**src/rtl/upc_checkout_lane.sv**
```systemverilog
// Checkout-lane UPC scanner: classifies each accepted code against lookup masks,
// keeps saturating per-transaction tallies and locks the lane on a stolen item.
module upc_checkout_lane #(
  parameter int                      CODE_W      = 4,
  parameter logic [2**CODE_W-1:0]    DISC_MASK   = 16'hFCF0,
  parameter logic [2**CODE_W-1:0]    STOLEN_MASK = 16'h0501,
  parameter int                      CNT_W       = 8
) (
  input  logic              clk,
  input  logic              reset,
  input  logic              scan_valid,
  input  logic [CODE_W-1:0] scan_code,
  output logic              scan_ready,
  input  logic              alarm_ack,
  input  logic              txn_clear,
  output logic              result_valid,
  output logic              discounted,
  output logic              stolen,
  output logic              alarm,
  output logic [CNT_W-1:0]  item_count,
  output logic [CNT_W-1:0]  disc_count,
  output logic [CNT_W-1:0]  stolen_count
);

  typedef enum logic {IDLE = 1'b0, ALARM = 1'b1} state_t;

  state_t             state_q, state_d;
  logic               rv_q, rv_d;
  logic               disc_q, disc_d;
  logic               stol_q, stol_d;
  logic [CNT_W-1:0]   item_q, item_d;
  logic [CNT_W-1:0]   dcnt_q, dcnt_d;
  logic [CNT_W-1:0]   scnt_q, scnt_d;

  logic accept, cls_disc, cls_stol;

  function automatic logic [CNT_W-1:0] sat_inc(input logic [CNT_W-1:0] v);
    return (&v) ? v : v + CNT_W'(1);
  endfunction

  assign scan_ready = (state_q == IDLE);
  assign accept     = scan_valid && scan_ready;
  assign cls_disc   = DISC_MASK[scan_code];
  assign cls_stol   = STOLEN_MASK[scan_code];

  always_comb begin
    state_d = state_q;
    rv_d    = accept;
    disc_d  = disc_q;
    stol_d  = stol_q;
    // txn_clear zeroes first so a same-cycle accept counts as item one
    item_d  = txn_clear ? '0 : item_q;
    dcnt_d  = txn_clear ? '0 : dcnt_q;
    scnt_d  = txn_clear ? '0 : scnt_q;
    if (accept) begin
      disc_d = cls_disc;
      stol_d = cls_stol;
      item_d = sat_inc(item_d);
      if (cls_disc) dcnt_d = sat_inc(dcnt_d);
      if (cls_stol) scnt_d = sat_inc(scnt_d);
    end
    case (state_q)
      IDLE:    if (accept && cls_stol) state_d = ALARM;
      ALARM:   if (alarm_ack)          state_d = IDLE;
      default: state_d = IDLE;
    endcase
  end

  always_ff @(posedge clk) begin
    if (reset) begin
      state_q <= IDLE;
      rv_q    <= 1'b0;
      disc_q  <= 1'b0;
      stol_q  <= 1'b0;
      item_q  <= '0;
      dcnt_q  <= '0;
      scnt_q  <= '0;
    end else begin
      state_q <= state_d;
      rv_q    <= rv_d;
      disc_q  <= disc_d;
      stol_q  <= stol_d;
      item_q  <= item_d;
      dcnt_q  <= dcnt_d;
      scnt_q  <= scnt_d;
    end
  end

  assign alarm        = (state_q == ALARM);
  assign result_valid = rv_q;
  assign discounted   = disc_q;
  assign stolen       = stol_q;
  assign item_count   = item_q;
  assign disc_count   = dcnt_q;
  assign stolen_count = scnt_q;

endmodule
```
**config.mk**
```make
export PLATFORM = sky130hd
export DESIGN_NAME = upc_checkout_lane
export DESIGN_NICKNAME = d
export VERILOG_FILES = /design/src/rtl/upc_checkout_lane.sv
export SDC_FILE = /design/constraint.sdc
export NUM_CORES = 1
export LEC_CHECK = 0
export ABC_AREA = 0
export BUFFER_PORTS_ARGS = -buffer_cell sky130_fd_sc_hd__clkbuf_2
export CORE_MARGIN = 1
export CORE_UTILIZATION = 45
export DETAILED_ROUTE_END_ITERATION = 7
export PLACE_DENSITY = 0.69
export SETUP_SLACK_MARGIN = 0.5
export SLEW_MARGIN = 20
export SYNTH_ARGS = -nofsm -noshare
export SYNTH_HDL_FRONTEND = slang
export SYNTH_SLANG_ARGS = --single-unit
```
**constraint.sdc**
```tcl
create_clock -name clk -period 1.8 [get_ports clk]
set_input_delay 0.09 -clock clk [delete_from_list [all_inputs] [get_ports clk]]
set_output_delay 0.09 -clock clk [all_outputs]
set_load 0.02 [all_outputs]
```
==> qor.log <==
INFO  sta            timing.final.crit_share=84.3%
INFO  logic_synthesis synth_seq_area_share=41.1%
INFO  worst_setup_path critPathTopFamily=simple AND/OR/NAND/NOR gates
INFO  layout         final-instance-count-excl-fill=239
INFO  grt            grtUsageTotal=19.9%
INFO  clocking       clock_latency=320ps
INFO  clocking       cts.htree.levels=1
INFO  place          placement.io_buffers=37
INFO  route          detailedRoute.firstIterationViolations=57
INFO  grt            grt_pass1_wl=5.10mm
INFO  worst_setup_path critPathMaxStageDelay=370ps
INFO  worst_setup_path setup.reg_to_reg.worst_slack=280ps
INFO  route          vias_per_cell=5.57
INFO  logic_synthesis synthTopCellsByArea=sky130_fd_sc_hd__dfxtp_1, sky130_fd_sc_hd__a211oi_1, sky130_fd_sc_hd__a21oi_1, sky130_fd_sc_hd__nand2_1, sky130_fd_sc_hd__nor2_1
INFO  logic_synthesis synthesis.area=1360µm²
INFO  logic_synthesis synth_edf_count=0
INFO  layout         stdcell_area=1850µm²
INFO  sta            achievable-frequency=659MHz
INFO  sta            worst_slew_margin_relative_to_its_limit=73.1%
INFO  sta            grt_setup_unrepaired=yes
INFO  clocking       cts_tree=done
INFO  layout         most_frequent_standard_cell_in_the_layout_excluding_fill_and_tap_cells=sky130_fd_sc_hd__clkbuf_2
INFO  logic_synthesis syn_nets=163
INFO  sta            final_max_slew_viol_count=0
INFO  sta            worst_pin_slew=400ps
INFO  grt            antenna_found_initial=0
INFO  hold_path      hold-path-cell-count=3
INFO  clocking       cts.clk_slew.worst_paths=140ps
INFO  route          drt.antenna.violating_nets=0
INFO  grt            globalRoute.totalOverflow=0
INFO  route          first_pass_iters=6
INFO  worst_setup_path cp_data_required_time=2060ps
INFO  die            dieArea=3250µm²
INFO  clocking       ctsLongestPathBuffers=2
INFO  status         outcome=finished with violations
INFO  logic_synthesis synth_cell_type_count=44
INFO  grt            grt_start_max_net_pins=18
INFO  status         failed_checks=DRC
INFO  hold_path      hp-start=alarm_ack
INFO  layout         drive_above_1_share=48.1%
INFO  die            std_cell_rows=19
INFO  worst_setup_path type_of_the_worst_setup_path=reg -> reg
INFO  die            initial_utilization=48.6%
INFO  sta            finClkSkew=1.40ps
INFO  logic_synthesis yosysWarningCount=0
INFO  logic_synthesis synthFlopType=sky130_fd_sc_hd__dfxtp_1
INFO  layout         antennaDiodeCount=0
INFO  layout         finalNetCount=219
INFO  place          dpl_cell_area=1650µm²
INFO  layout         layout.cells.most_common_list=sky130_fd_sc_hd__clkbuf_2, sky130_fd_sc_hd__buf_4, sky130_fd_sc_hd__nor2_1
INFO  route          drc_errors=6
INFO  sta            hold_ws=12.8ps
INFO  sta            final_setup_fails=0
INFO  die            floorplan.die.height=57.0µm
INFO  logic_synthesis synth_largest_type_area_fraction=41.1%
INFO  worst_setup_path reg2regPathDepth=6
INFO  worst_setup_path crit-reg2reg-launch=item_count[0]
INFO  die            core-area=2810µm²
INFO  die            die_width=57.0µm
INFO  route          wl_per_cell=13.3µm
INFO  logic_synthesis synthDominantAreaCellType=sky130_fd_sc_hd__dfxtp_1
INFO  pwr            pwr_density_cell=547nW/µm²
INFO  logic_synthesis ffs_w_async_s_r_synth=0%
INFO  layout         post-route-util=66.1%
INFO  layout         flow.area_growth_from_synthesis=36.1%
INFO  clocking       root_driver=sky130_fd_sc_hd__clkbuf_4
INFO  worst_setup_path worst_r2r_endpoint=item_count[5]
INFO  logic_synthesis syn-instance-count=153
INFO  place          place.detailed.instances=217
INFO  worst_setup_path timing.critical_path.from_type=register
INFO  worst_setup_path critPathMaxFanout=4
INFO  logic_synthesis synth.ff_latch_count=28
INFO  hold_path      min_to=alarm
INFO  hold_path      hold_class=in -> reg
INFO  pwr            cellLeakagePower=0.000738µW
INFO  worst_setup_path critical_path_cell_sequence=nor2b_4 > ha_4 > nand4_1 > o211ai_1 > or3_1 > a21oi_1
INFO  pwr            max-vdd-ir-drop=0.000341V
INFO  clocking       tritoncts_num_sinks=28
INFO  logic_synthesis syn_avg_cell_area=8.91µm²
INFO  flow_run       reported_max_cap_violation_count=0
INFO  grt            first_global_vias=1198
INFO  worst_setup_path crit_slowest_cell=sky130_fd_sc_hd__dfxtp_4
INFO  die            pin_count=38
INFO  worst_setup_path cp.arrival=1770ps
INFO  route          detail_route.wirelength=3.18mm
INFO  sta            finalCriticalPeriod=1520ps
INFO  place          finalWeightedCongestion=0.864
INFO  route          vias=1331
INFO  worst_setup_path cp.buffers_inverters=0
INFO  place          hpwl=2.28mm
INFO  clocking       cts-buffers-inserted=3
INFO  worst_setup_path critical_path.endpoint_type=register
INFO  sta            timing.final.hold_violations=0
INFO  sta            fin_tns_setup=0ps
==> registers in the layout (all words and copies together) (netlist names) <==
name and cells:
stolen 1, alarm 1, stolen_count 8, disc_count 8, result_valid 1, discounted 1, item_count 8
==> worst register-to-register path, cell delays in order, from the launching register on <==
cell	delay, ps
sky130_fd_sc_hd__dfxtp_4	370
sky130_fd_sc_hd__nor2b_4	130
sky130_fd_sc_hd__ha_4	170
sky130_fd_sc_hd__nand4_1	150
sky130_fd_sc_hd__o211ai_1	160
sky130_fd_sc_hd__or3_1	340
sky130_fd_sc_hd__a21oi_1	140
==> cells in the mapped netlist (4+ instances only) <==
master and number:
sky130_fd_sc_hd__nor2b_1 6, sky130_fd_sc_hd__nand3_1 4, sky130_fd_sc_hd__dfxtp_1 28, sky130_fd_sc_hd__a211oi_1 9, sky130_fd_sc_hd__nor3_1 5, sky130_fd_sc_hd__nor2_1 16
sky130_fd_sc_hd__a21oi_1 13, sky130_fd_sc_hd__nand2_1 16
==> layer usage <==
metal,vias to the layer above,global-route usage [%],routed length [µm],part of all wire [%]
met5,-,0,0,0
met4,0,9.76,38,1.2
met3,6,2.27,129,4.1
met2,36,33.4,1600,50
met1,620,25.4,1420,45
li1,669,-,-,-
==> cell families (layout without fill, tap and decap cells) <==
family	after synthesis	count (layout)	share of synthesized area [%]
simple gates	74	74	32.2
xor+xnor	3	3	1.93
fa+ha+maj	1	1	0.918
buf+inv	7	62	2.57
compound gates	36	36	18.2
flops	28	28	41.1
mux	4	4	3.03
==> repair_timing <==
| item | 4_1_cts | 5_1_grt |
|---|---|---|
| buffers inserted | 15 | 3 |
| endpoints found under the setup margin | 21 | 22 |
| pin swaps | 14 | 14 |
| gates cloned | 0 | 0 |
| hold buffers | 0 | 0 |
| gates resized for setup | 8 | 8 |
==> report_power, final <==
part	switching [µW]	internal (µW)	total, µW
clock network	174	86.6	260
registers	5.61	619	625
logic	77.5	51.7	129
==> how the worst max path moves through the flow <==
stage	from	to	slack (ps)	cells after the start
finish	item_count[0]	item_count[5]	280	6
global route	item_count[0]	item_count[5]	220	6
CTS	item_count[0]	item_count[5]	290	6
detailed placement	txn_clear	item_count[5]	200	7
global placement	txn_clear	item_count[5]	280	7
floorplan	item_count[0]	item_count[5]	330	6
==> through the flow <==
stage | setup slack [ps] | power (µW)
2_1_floorplan | 329 | 720
3_3_place_gp | 281 | 753
3_5_place_dp | 202 | 755
4_1_cts | 287 | 1030
5_1_grt | 220 | 1060
6_report | 283 | 1010
==> final cells by class <==
cell class | count | area, µm²
inverter | 2 | 7.51
tap | 31 | 38.8
multi-input combinational | 118 | 847
clock buffer | 4 | 26.3
fill | 254 | 951
timing repair buffer | 56 | 332
sequential | 28 | 603
Note: power is estimated with default switching activity, not from simulation.
